`src/rtl/div_pkg.sv`:
```
// Shared definitions for the divider request sequencer.
// Holds the sequencer state encoding, error bit indices and a clog2 helper
// for sizing pointers and timers from parameters.
package div_pkg;

  typedef enum logic [1:0] {
    SEQ_IDLE    = 2'd0,
    SEQ_ISSUE   = 2'd1,
    SEQ_RELEASE = 2'd2,
    SEQ_OUTPUT  = 2'd3
  } seq_state_e;

  localparam int unsigned ERR_W       = 2;
  localparam int unsigned ERR_DBZ     = 0;
  localparam int unsigned ERR_TIMEOUT = 1;

  // Ceiling log2 for parameter-derived widths.
  function automatic int unsigned clog2(input int unsigned value);
    int unsigned result;
    result = 0;
    while ((64'd1 << result) < 64'(value)) result = result + 32'd1;
    return result;
  endfunction

endpackage

```
`src/rtl/div_op_fifo.sv`:
```
// Operand-pair FIFO feeding the divider request sequencer.
// Ports:
//   clk, reset_n   clock, synchronous active-low reset
//   push_i/push_data_i  write request and data (accepted when ready_o=1)
//   pop_i          remove head entry (ignored when empty)
//   head_o         current head entry
//   empty_o        registered empty flag
//   empty_next_o   empty flag as it will be after this edge
//   ready_o        registered !full; no pop-bypass
module div_op_fifo
  import div_pkg::*;
#(
  parameter int unsigned DATA_WIDTH = 16,
  parameter int unsigned DEPTH      = 4
) (
  input  logic                  clk,
  input  logic                  reset_n,
  input  logic                  push_i,
  input  logic [DATA_WIDTH-1:0] push_data_i,
  input  logic                  pop_i,
  output logic [DATA_WIDTH-1:0] head_o,
  output logic                  empty_o,
  output logic                  empty_next_o,
  output logic                  ready_o
);

  localparam int unsigned PTR_W = clog2(DEPTH);
  localparam int unsigned CNT_W = PTR_W + 1;

  logic [DATA_WIDTH-1:0] mem_q [DEPTH];
  logic [PTR_W-1:0]      wr_ptr_q, wr_ptr_d;
  logic [PTR_W-1:0]      rd_ptr_q, rd_ptr_d;
  logic [CNT_W-1:0]      cnt_q, cnt_d;
  logic                  ready_q, empty_q;
  logic                  do_push, do_pop;

  assign do_push = push_i & ready_q;
  assign do_pop  = pop_i & ~empty_q;

  // Pointer and occupancy update; pointers wrap naturally at DEPTH.
  always_comb begin
    wr_ptr_d = wr_ptr_q;
    rd_ptr_d = rd_ptr_q;
    cnt_d    = cnt_q;
    if (do_push) wr_ptr_d = wr_ptr_q + PTR_W'(1);
    if (do_pop)  rd_ptr_d = rd_ptr_q + PTR_W'(1);
    case ({do_push, do_pop})
      2'b10:   cnt_d = cnt_q + CNT_W'(1);
      2'b01:   cnt_d = cnt_q - CNT_W'(1);
      default: cnt_d = cnt_q;
    endcase
  end

  always_ff @(posedge clk) begin
    if (!reset_n) begin
      wr_ptr_q <= '0;
      rd_ptr_q <= '0;
      cnt_q    <= '0;
      ready_q  <= 1'b1;
      empty_q  <= 1'b1;
    end else begin
      wr_ptr_q <= wr_ptr_d;
      rd_ptr_q <= rd_ptr_d;
      cnt_q    <= cnt_d;
      ready_q  <= (cnt_d != CNT_W'(DEPTH));
      empty_q  <= (cnt_d == '0);
    end
  end

  // Storage needs no reset: pointers define validity.
  always_ff @(posedge clk) begin
    if (do_push) mem_q[wr_ptr_q] <= push_data_i;
  end

  assign head_o       = mem_q[rd_ptr_q];
  assign empty_o      = empty_q;
  assign empty_next_o = (cnt_d == '0);
  assign ready_o      = ready_q;

endmodule

```
`src/rtl/div_request_sequencer.sv`:
```
// Front end of the division unit: buffers operand pairs, issues them one at a
// time over the divider enable/valid handshake, and presents quot/mod/err on a
// valid/ready result stream. Divide-by-zero bypasses the divider; hung
// handshake phases are aborted after TIMEOUT_CYCLES.
// Ports:
//   clk, reset_n                 clock, synchronous active-low reset
//   in_valid/in_ready/in_left/in_right      operand stream
//   div_enable/div_left_op/div_right_op     request to divider
//   div_valid/div_quot/div_mod              divider response
//   out_valid/out_ready/out_quot/out_mod/out_err  result stream
//   busy                         sequencer active or FIFO non-empty
module div_request_sequencer
  import div_pkg::*;
#(
  parameter int unsigned WORD_WIDTH     = 8,
  parameter int unsigned FIFO_DEPTH     = 4,
  parameter int unsigned TIMEOUT_CYCLES = 64
) (
  input  logic                  clk,
  input  logic                  reset_n,
  input  logic                  in_valid,
  output logic                  in_ready,
  input  logic [WORD_WIDTH-1:0] in_left,
  input  logic [WORD_WIDTH-1:0] in_right,
  output logic                  div_enable,
  output logic [WORD_WIDTH-1:0] div_left_op,
  output logic [WORD_WIDTH-1:0] div_right_op,
  input  logic                  div_valid,
  input  logic [WORD_WIDTH-1:0] div_quot,
  input  logic [WORD_WIDTH-1:0] div_mod,
  output logic                  out_valid,
  input  logic                  out_ready,
  output logic [WORD_WIDTH-1:0] out_quot,
  output logic [WORD_WIDTH-1:0] out_mod,
  output logic [1:0]            out_err,
  output logic                  busy
);

  localparam int unsigned TMR_W  = clog2(TIMEOUT_CYCLES);
  localparam int unsigned PAIR_W = 2 * WORD_WIDTH;
  localparam logic [TMR_W-1:0] TMR_LAST = TMR_W'(TIMEOUT_CYCLES - 1);

  seq_state_e            state_q, state_d;
  logic [TMR_W-1:0]      timer_q, timer_d;
  logic [WORD_WIDTH-1:0] left_q, left_d, right_q, right_d;
  logic [WORD_WIDTH-1:0] res_quot_q, res_quot_d, res_mod_q, res_mod_d;
  logic [ERR_W-1:0]      res_err_q, res_err_d;
  logic [WORD_WIDTH-1:0] out_quot_q, out_quot_d, out_mod_q, out_mod_d;
  logic [ERR_W-1:0]      out_err_q, out_err_d;
  logic                  out_valid_q, out_valid_d;
  logic                  div_enable_q, div_enable_d;
  logic                  busy_q, busy_d;

  logic                  fifo_pop, fifo_empty, fifo_empty_next;
  logic [PAIR_W-1:0]     fifo_head;
  logic [WORD_WIDTH-1:0] head_left, head_right;

  div_op_fifo #(
    .DATA_WIDTH (PAIR_W),
    .DEPTH      (FIFO_DEPTH)
  ) u_fifo (
    .clk          (clk),
    .reset_n      (reset_n),
    .push_i       (in_valid),
    .push_data_i  ({in_left, in_right}),
    .pop_i        (fifo_pop),
    .head_o       (fifo_head),
    .empty_o      (fifo_empty),
    .empty_next_o (fifo_empty_next),
    .ready_o      (in_ready)
  );

  assign head_left  = fifo_head[PAIR_W-1:WORD_WIDTH];
  assign head_right = fifo_head[WORD_WIDTH-1:0];

  // Next-state and datapath control.
  always_comb begin
    state_d      = state_q;
    timer_d      = timer_q;
    left_d       = left_q;
    right_d      = right_q;
    res_quot_d   = res_quot_q;
    res_mod_d    = res_mod_q;
    res_err_d    = res_err_q;
    out_quot_d   = out_quot_q;
    out_mod_d    = out_mod_q;
    out_err_d    = out_err_q;
    out_valid_d  = out_valid_q;
    div_enable_d = div_enable_q;
    fifo_pop     = 1'b0;

    case (state_q)
      SEQ_IDLE: begin
        if (!fifo_empty) begin
          fifo_pop = 1'b1;
          left_d   = head_left;
          right_d  = head_right;
          if (head_right == '0) begin
            // Divide-by-zero never reaches the divider.
            out_quot_d         = '1;
            out_mod_d          = head_left;
            out_err_d          = '0;
            out_err_d[ERR_DBZ] = 1'b1;
            state_d            = SEQ_OUTPUT;
          end else begin
            timer_d      = '0;
            div_enable_d = 1'b1;
            state_d      = SEQ_ISSUE;
          end
        end
      end

      SEQ_ISSUE: begin
        timer_d = timer_q + TMR_W'(1);
        // A valid response wins over a coincident timeout.
        if (div_valid) begin
          res_quot_d   = div_quot;
          res_mod_d    = div_mod;
          res_err_d    = '0;
          div_enable_d = 1'b0;
          timer_d      = '0;
          state_d      = SEQ_RELEASE;
        end else if (timer_q == TMR_LAST) begin
          res_quot_d             = '0;
          res_mod_d              = '0;
          res_err_d              = '0;
          res_err_d[ERR_TIMEOUT] = 1'b1;
          div_enable_d           = 1'b0;
          timer_d                = '0;
          state_d                = SEQ_RELEASE;
        end
      end

      SEQ_RELEASE: begin
        timer_d = timer_q + TMR_W'(1);
        if (!div_valid) begin
          out_quot_d = res_quot_q;
          out_mod_d  = res_mod_q;
          out_err_d  = res_err_q;
          timer_d    = '0;
          state_d    = SEQ_OUTPUT;
        end else if (timer_q == TMR_LAST) begin
          out_quot_d             = res_quot_q;
          out_mod_d              = res_mod_q;
          out_err_d              = res_err_q;
          out_err_d[ERR_TIMEOUT] = 1'b1;
          timer_d                = '0;
          state_d                = SEQ_OUTPUT;
        end
      end

      SEQ_OUTPUT: begin
        // out_valid rises one cycle after entry, after the data registers settle.
        if (out_valid_q && out_ready) begin
          out_valid_d = 1'b0;
          state_d     = SEQ_IDLE;
        end else begin
          out_valid_d = 1'b1;
        end
      end

      default: state_d = SEQ_IDLE;
    endcase
  end

  assign busy_d = (state_d != SEQ_IDLE) || !fifo_empty_next;

  always_ff @(posedge clk) begin
    if (!reset_n) begin
      state_q      <= SEQ_IDLE;
      timer_q      <= '0;
      left_q       <= '0;
      right_q      <= '0;
      res_quot_q   <= '0;
      res_mod_q    <= '0;
      res_err_q    <= '0;
      out_quot_q   <= '0;
      out_mod_q    <= '0;
      out_err_q    <= '0;
      out_valid_q  <= 1'b0;
      div_enable_q <= 1'b0;
      busy_q       <= 1'b0;
    end else begin
      state_q      <= state_d;
      timer_q      <= timer_d;
      left_q       <= left_d;
      right_q      <= right_d;
      res_quot_q   <= res_quot_d;
      res_mod_q    <= res_mod_d;
      res_err_q    <= res_err_d;
      out_quot_q   <= out_quot_d;
      out_mod_q    <= out_mod_d;
      out_err_q    <= out_err_d;
      out_valid_q  <= out_valid_d;
      div_enable_q <= div_enable_d;
      busy_q       <= busy_d;
    end
  end

  assign div_enable   = div_enable_q;
  assign div_left_op  = left_q;
  assign div_right_op = right_q;
  assign out_valid    = out_valid_q;
  assign out_quot     = out_quot_q;
  assign out_mod      = out_mod_q;
  assign out_err      = out_err_q;
  assign busy         = busy_q;

endmodule

```
`config.mk`:
```
export PLATFORM = sky130hd
export DESIGN_NAME = div_request_sequencer
export DESIGN_NICKNAME = d
export VERILOG_FILES = /design/src/rtl/div_pkg.sv /design/src/rtl/div_op_fifo.sv /design/src/rtl/div_request_sequencer.sv
export SDC_FILE = /design/constraint.sdc
export NUM_CORES = 1
export LEC_CHECK = 0
export CORE_MARGIN = 8
export CORE_UTILIZATION = 45
export CTS_BUF_LIST = sky130_fd_sc_hd__clkbuf_8
export CTS_CLUSTER_SIZE = 10
export DETAILED_ROUTE_END_ITERATION = 8
export GPL_ROUTABILITY_DRIVEN = 0
export PLACE_DENSITY = 0.7
export SETUP_SLACK_MARGIN = 0.1
export SKIP_CTS_REPAIR_TIMING = 1
export SLEW_MARGIN = 20
export SYNTH_ARGS = -nofsm -noshare
export SYNTH_HDL_FRONTEND = slang
export SYNTH_SLANG_ARGS = --single-unit
export TNS_END_PERCENT = 5
```
`constraint.sdc`:
```
create_clock -name clk -period 2.8 [get_ports clk]
set_input_delay 0.56 -clock clk [delete_from_list [all_inputs] [get_ports clk]]
set_output_delay 0.56 -clock clk [all_outputs]
set_load 0.01 [all_outputs]
```
==> impl_metrics.json <==
{
  "tightestPinTransition_ns": 0.375,
  "endpoint_of_the_most_critical_register_to_register_path": "out_quot[1]",
  "detail_route.vias_per_cell": 5.44,
  "ctsLongestPathBuffers": 2,
  "critPathLaunchType": "flip-flop",
  "slew-limit-headroom_pct": 74.8,
  "post-route-util_pct": 57.0,
  "final_common_cell": "sky130_fd_sc_hd__clkdlybuf4s50_1",
  "worst-r2r-cell-count": 6,
  "peakVddDrop_mv": 0.417,
  "grt_usage_pct": 15.1,
  "cp_data_arrival_time_ns": 2.92,
  "worst-path-max-fanout": 16,
  "seqCellArea_um2": 3380,
  "clkTransAtPathRegs_ns": 0.08,
  "critical-path-max-stage-delay_ns": 0.61,
  "via_count_of_the_first_global_routing_pass": 3804,
  "slew_viol_final": 0,
  "detail_route.first_pass.iterations": 5,
  "nNetsFinal": 576,
  "synth_seq_area_share_pct": 61.2,
  "synth_enable_flop_cells": 64,
  "netlist.top_cell.by_area": "sky130_fd_sc_hd__edfxtp_1",
  "clock_insertion_delay_worst_skew_ns": 0.43,
  "grt_pass1_wl_um": 19500,
  "syn_nets": 489,
  "port-buffer-count": 74,
  "fp.coreArea_um2": 12000,
  "required_time_of_the_critical_path_ns": 3.11,
  "post_synth_cell_types": 54,
  "timing.fmax_mhz": 384,
  "unrepaired_setup_endpoints_after_global_routing": "true",
  "hold_path_class": "reg2reg",
  "grt_max_degree": 25,
  "postSynth.topFlopCell": "sky130_fd_sc_hd__dfxtp_1",
  "syn_to_final_growth_pct": 23.9,
  "layout_worst_path_cycle_share_pct": 93.0,
  "hold_viol_final": 0,
  "result_of_the_run": "complete, no violations",
  "hpwl_after_dpl_um": 8260,
  "tritoncts_clock_tree": "done",
  "leakage_power_figure_uw": 0.00240,
  "die-height_um": 127,
  "route.detailed.wl_per_inst_um": 17.1,
  "ys_top_cells_by_area": "sky130_fd_sc_hd__edfxtp_1 (35%), sky130_fd_sc_hd__dfxtp_1 (26%), sky130_fd_sc_hd__mux4_2 (5.7%)",
  "synthesis.yosys.warnings": 0,
  "setup_viol_count_final": 0,
  "commonest_cells_after_routing_fill_and_taps_aside": "sky130_fd_sc_hd__clkdlybuf4s50_1 (74), sky130_fd_sc_hd__dfxtp_1 (73), sky130_fd_sc_hd__edfxtp_1 (64)",
  "initial_utilization_pct": 46.0,
  "critPathCapture": "out_quot[1]",
  "crit_chain": "buf_12, mux4_2, or4_4, o31ai_4, a31o_2, a2bb2oi_2",
  "finalHoldWorstSlack_ns": 0.458,
  "detailroute.via_count": 3732,
  "timing.final.crit_period_ns": 2.60,
  "crit_path_end_kind": "flip-flop",
  "postSynth.asyncResetShare_pct": 0,
  "drc_errors": 0,
  "r2r_setup_slack_ns": 0.20,
  "netlist_area_um2": 5530,
  "overflow": 0,
  "route.antenna.remaining_nets": 0,
  "clock-root-buffer": "sky130_fd_sc_hd__clkbuf_8",
  "fillCellCount": 986,
  "finalClockSkew_ns": 0.0126,
  "setup-tns-final_ns": 0,
  "number_of_antenna_violations_at_the_first_check_in_global_routing": 0,
  "antenna_cells": 0,
  "synth.ff_latch_count": 137,
  "critical_path.slowest_cell": "sky130_fd_sc_hd__or4_4",
  "multi_input_area_um2": 1960,
  "synthCells": 439,
  "post_synthesis_mean_instance_area_um2": 12.6,
  "post_route_cells_drive_above_1_share_pct": 15.4,
  "cts-htree-levels": 4,
  "detail_route.iter0.violations": 205,
  "synth.top_cell.area_share_pct": 34.8,
  "route.final.wire_length_um": 11700,
  "std_cell_rows": 40,
  "i_o_pin_cnt": 75,
  "power_per_cell_area_nw_per_um2": 955,
  "clock_net_sink_count": 137,
  "dieWidth_um": 127,
  "floorplan_die_area_um2": 16100,
  "number_of_buffers_created_by_cts": 17,
  "timing.setup.critical_path_class": "reg2reg",
  "drv.max_cap_violation_count": 0
}
## cells in the mapped netlist (4+ instances only)
master,instances
sky130_fd_sc_hd__ha_1,12
sky130_fd_sc_hd__a22oi_1,17
sky130_fd_sc_hd__xor2_1,4
sky130_fd_sc_hd__mux2i_1,10
sky130_fd_sc_hd__nand3_1,6
sky130_fd_sc_hd__o211ai_1,4
sky130_fd_sc_hd__inv_1,9
sky130_fd_sc_hd__a211oi_1,8
sky130_fd_sc_hd__a21oi_1,33
sky130_fd_sc_hd__a2bb2oi_2,8
sky130_fd_sc_hd__dfxtp_1,73
sky130_fd_sc_hd__clkbuf_1,19
sky130_fd_sc_hd__nand2_1,51
sky130_fd_sc_hd__edfxtp_1,64
sky130_fd_sc_hd__o21ai_0,13
sky130_fd_sc_hd__mux4_2,14
sky130_fd_sc_hd__nor2_1,33
sky130_fd_sc_hd__and3_1,6
## state kept, by name, indices dropped and copies added, names as in the netlist, named ones only
name,count
busy,1
div_left_op,8
out_err,2
u_fifo.empty_o,1
res_quot_q,8
res_mod_q,8
div_enable,1
u_fifo.mem_q,64
out_mod,8
u_fifo.cnt_q,3
state_q,2
div_right_op,8
u_fifo.wr_ptr_q,2
u_fifo.ready_o,1
res_err_q,1
u_fifo.rd_ptr_q,2
out_valid,1
out_quot,8
timer_q,6
## metal layers
| metal | up-vias | part of all wire [%] | GRT usage (%) | routed length (um) |
|---|---|---|---|---|
| met1 | 1841 | 44 | 18.0 | 5190 |
| met3 | 11 | 4.4 | 4.57 | 509 |
| met5 | - | 0 | 0 | 0 |
| met4 | 0 | 0.82 | 4.27 | 96 |
| li1 | 1800 | - | - | - |
| met2 | 80 | 50 | 25.7 | 5910 |
## metrics by stage
stage,instance area (um^2),total power (uW),setup slack [ns],instances
after floorplan,5530,4240,0.167,439
after detailed placement,6470,5120,0.0860,654
after CTS,6840,6600,0.0726,686
after global routing,6850,6940,0.0861,686
final,6850,6540,0.195,686
after global placement,6470,5050,0.180,654
## area by class of cell
class | count | area share [%]
clock buffer | 19 | 3.82
clock inverter | 13 | 1.52
inverter | 11 | 0.603
multi-input combinational | 263 | 28.6
sequential | 137 | 49.4
tap | 147 | 2.69
timing repair buffer | 96 | 13.4
## critical path: cells and delay by family (launching register included)
family / cells / cell delay [ns]
AOI/OAI and AO/OA: 3 / 0.80
and+or+nand+nor: 1 / 0.61
buffers and inverters: 1 / 0.19
muxes: 1 / 0.53
DFF: 1 / 0.37
## power by group
part / internal (uW) / switching, uW / leakage, uW
clock: 742 / 731 / 0.000199
combinational: 1170 / 1200 / 0.00102
sequential: 2470 / 223 / 0.00118
total: 4380 / 2160 / 0.00240
## worst min-delay path by stage
| stage | startpoint | end | slack (ns) | cells past startpoint |
|---|---|---|---|---|
| after floorplan | res_quot_q[0] | out_quot[0] | 0.44 | 2 |
| after global placement | res_quot_q[5] | out_quot[5] | 0.45 | 2 |
| after detailed placement | res_quot_q[5] | out_quot[5] | 0.45 | 2 |
| after CTS | res_quot_q[5] | out_quot[5] | 0.46 | 2 |
| after global routing | div_left_op[1] | div_left_op[1] | 0.48 | 2 |
| final | div_left_op[4] | div_left_op[4] | 0.46 | 2 |
## kinds of logic (layout without fill, tap and decap cells)
group	Yosys count	in the layout	share of synthesized area, %
adders and majority gates	13	13	3.08
buffers and inverters	39	139	3.60
AOI/OAI and AO/OA	101	101	13.2
muxes	28	28	8.87
xor gates and xnor gates	5	5	0.792
DFF	137	137	61.2
and+or+nand+nor	116	116	9.30
Power figures use the tool's default switching activity.
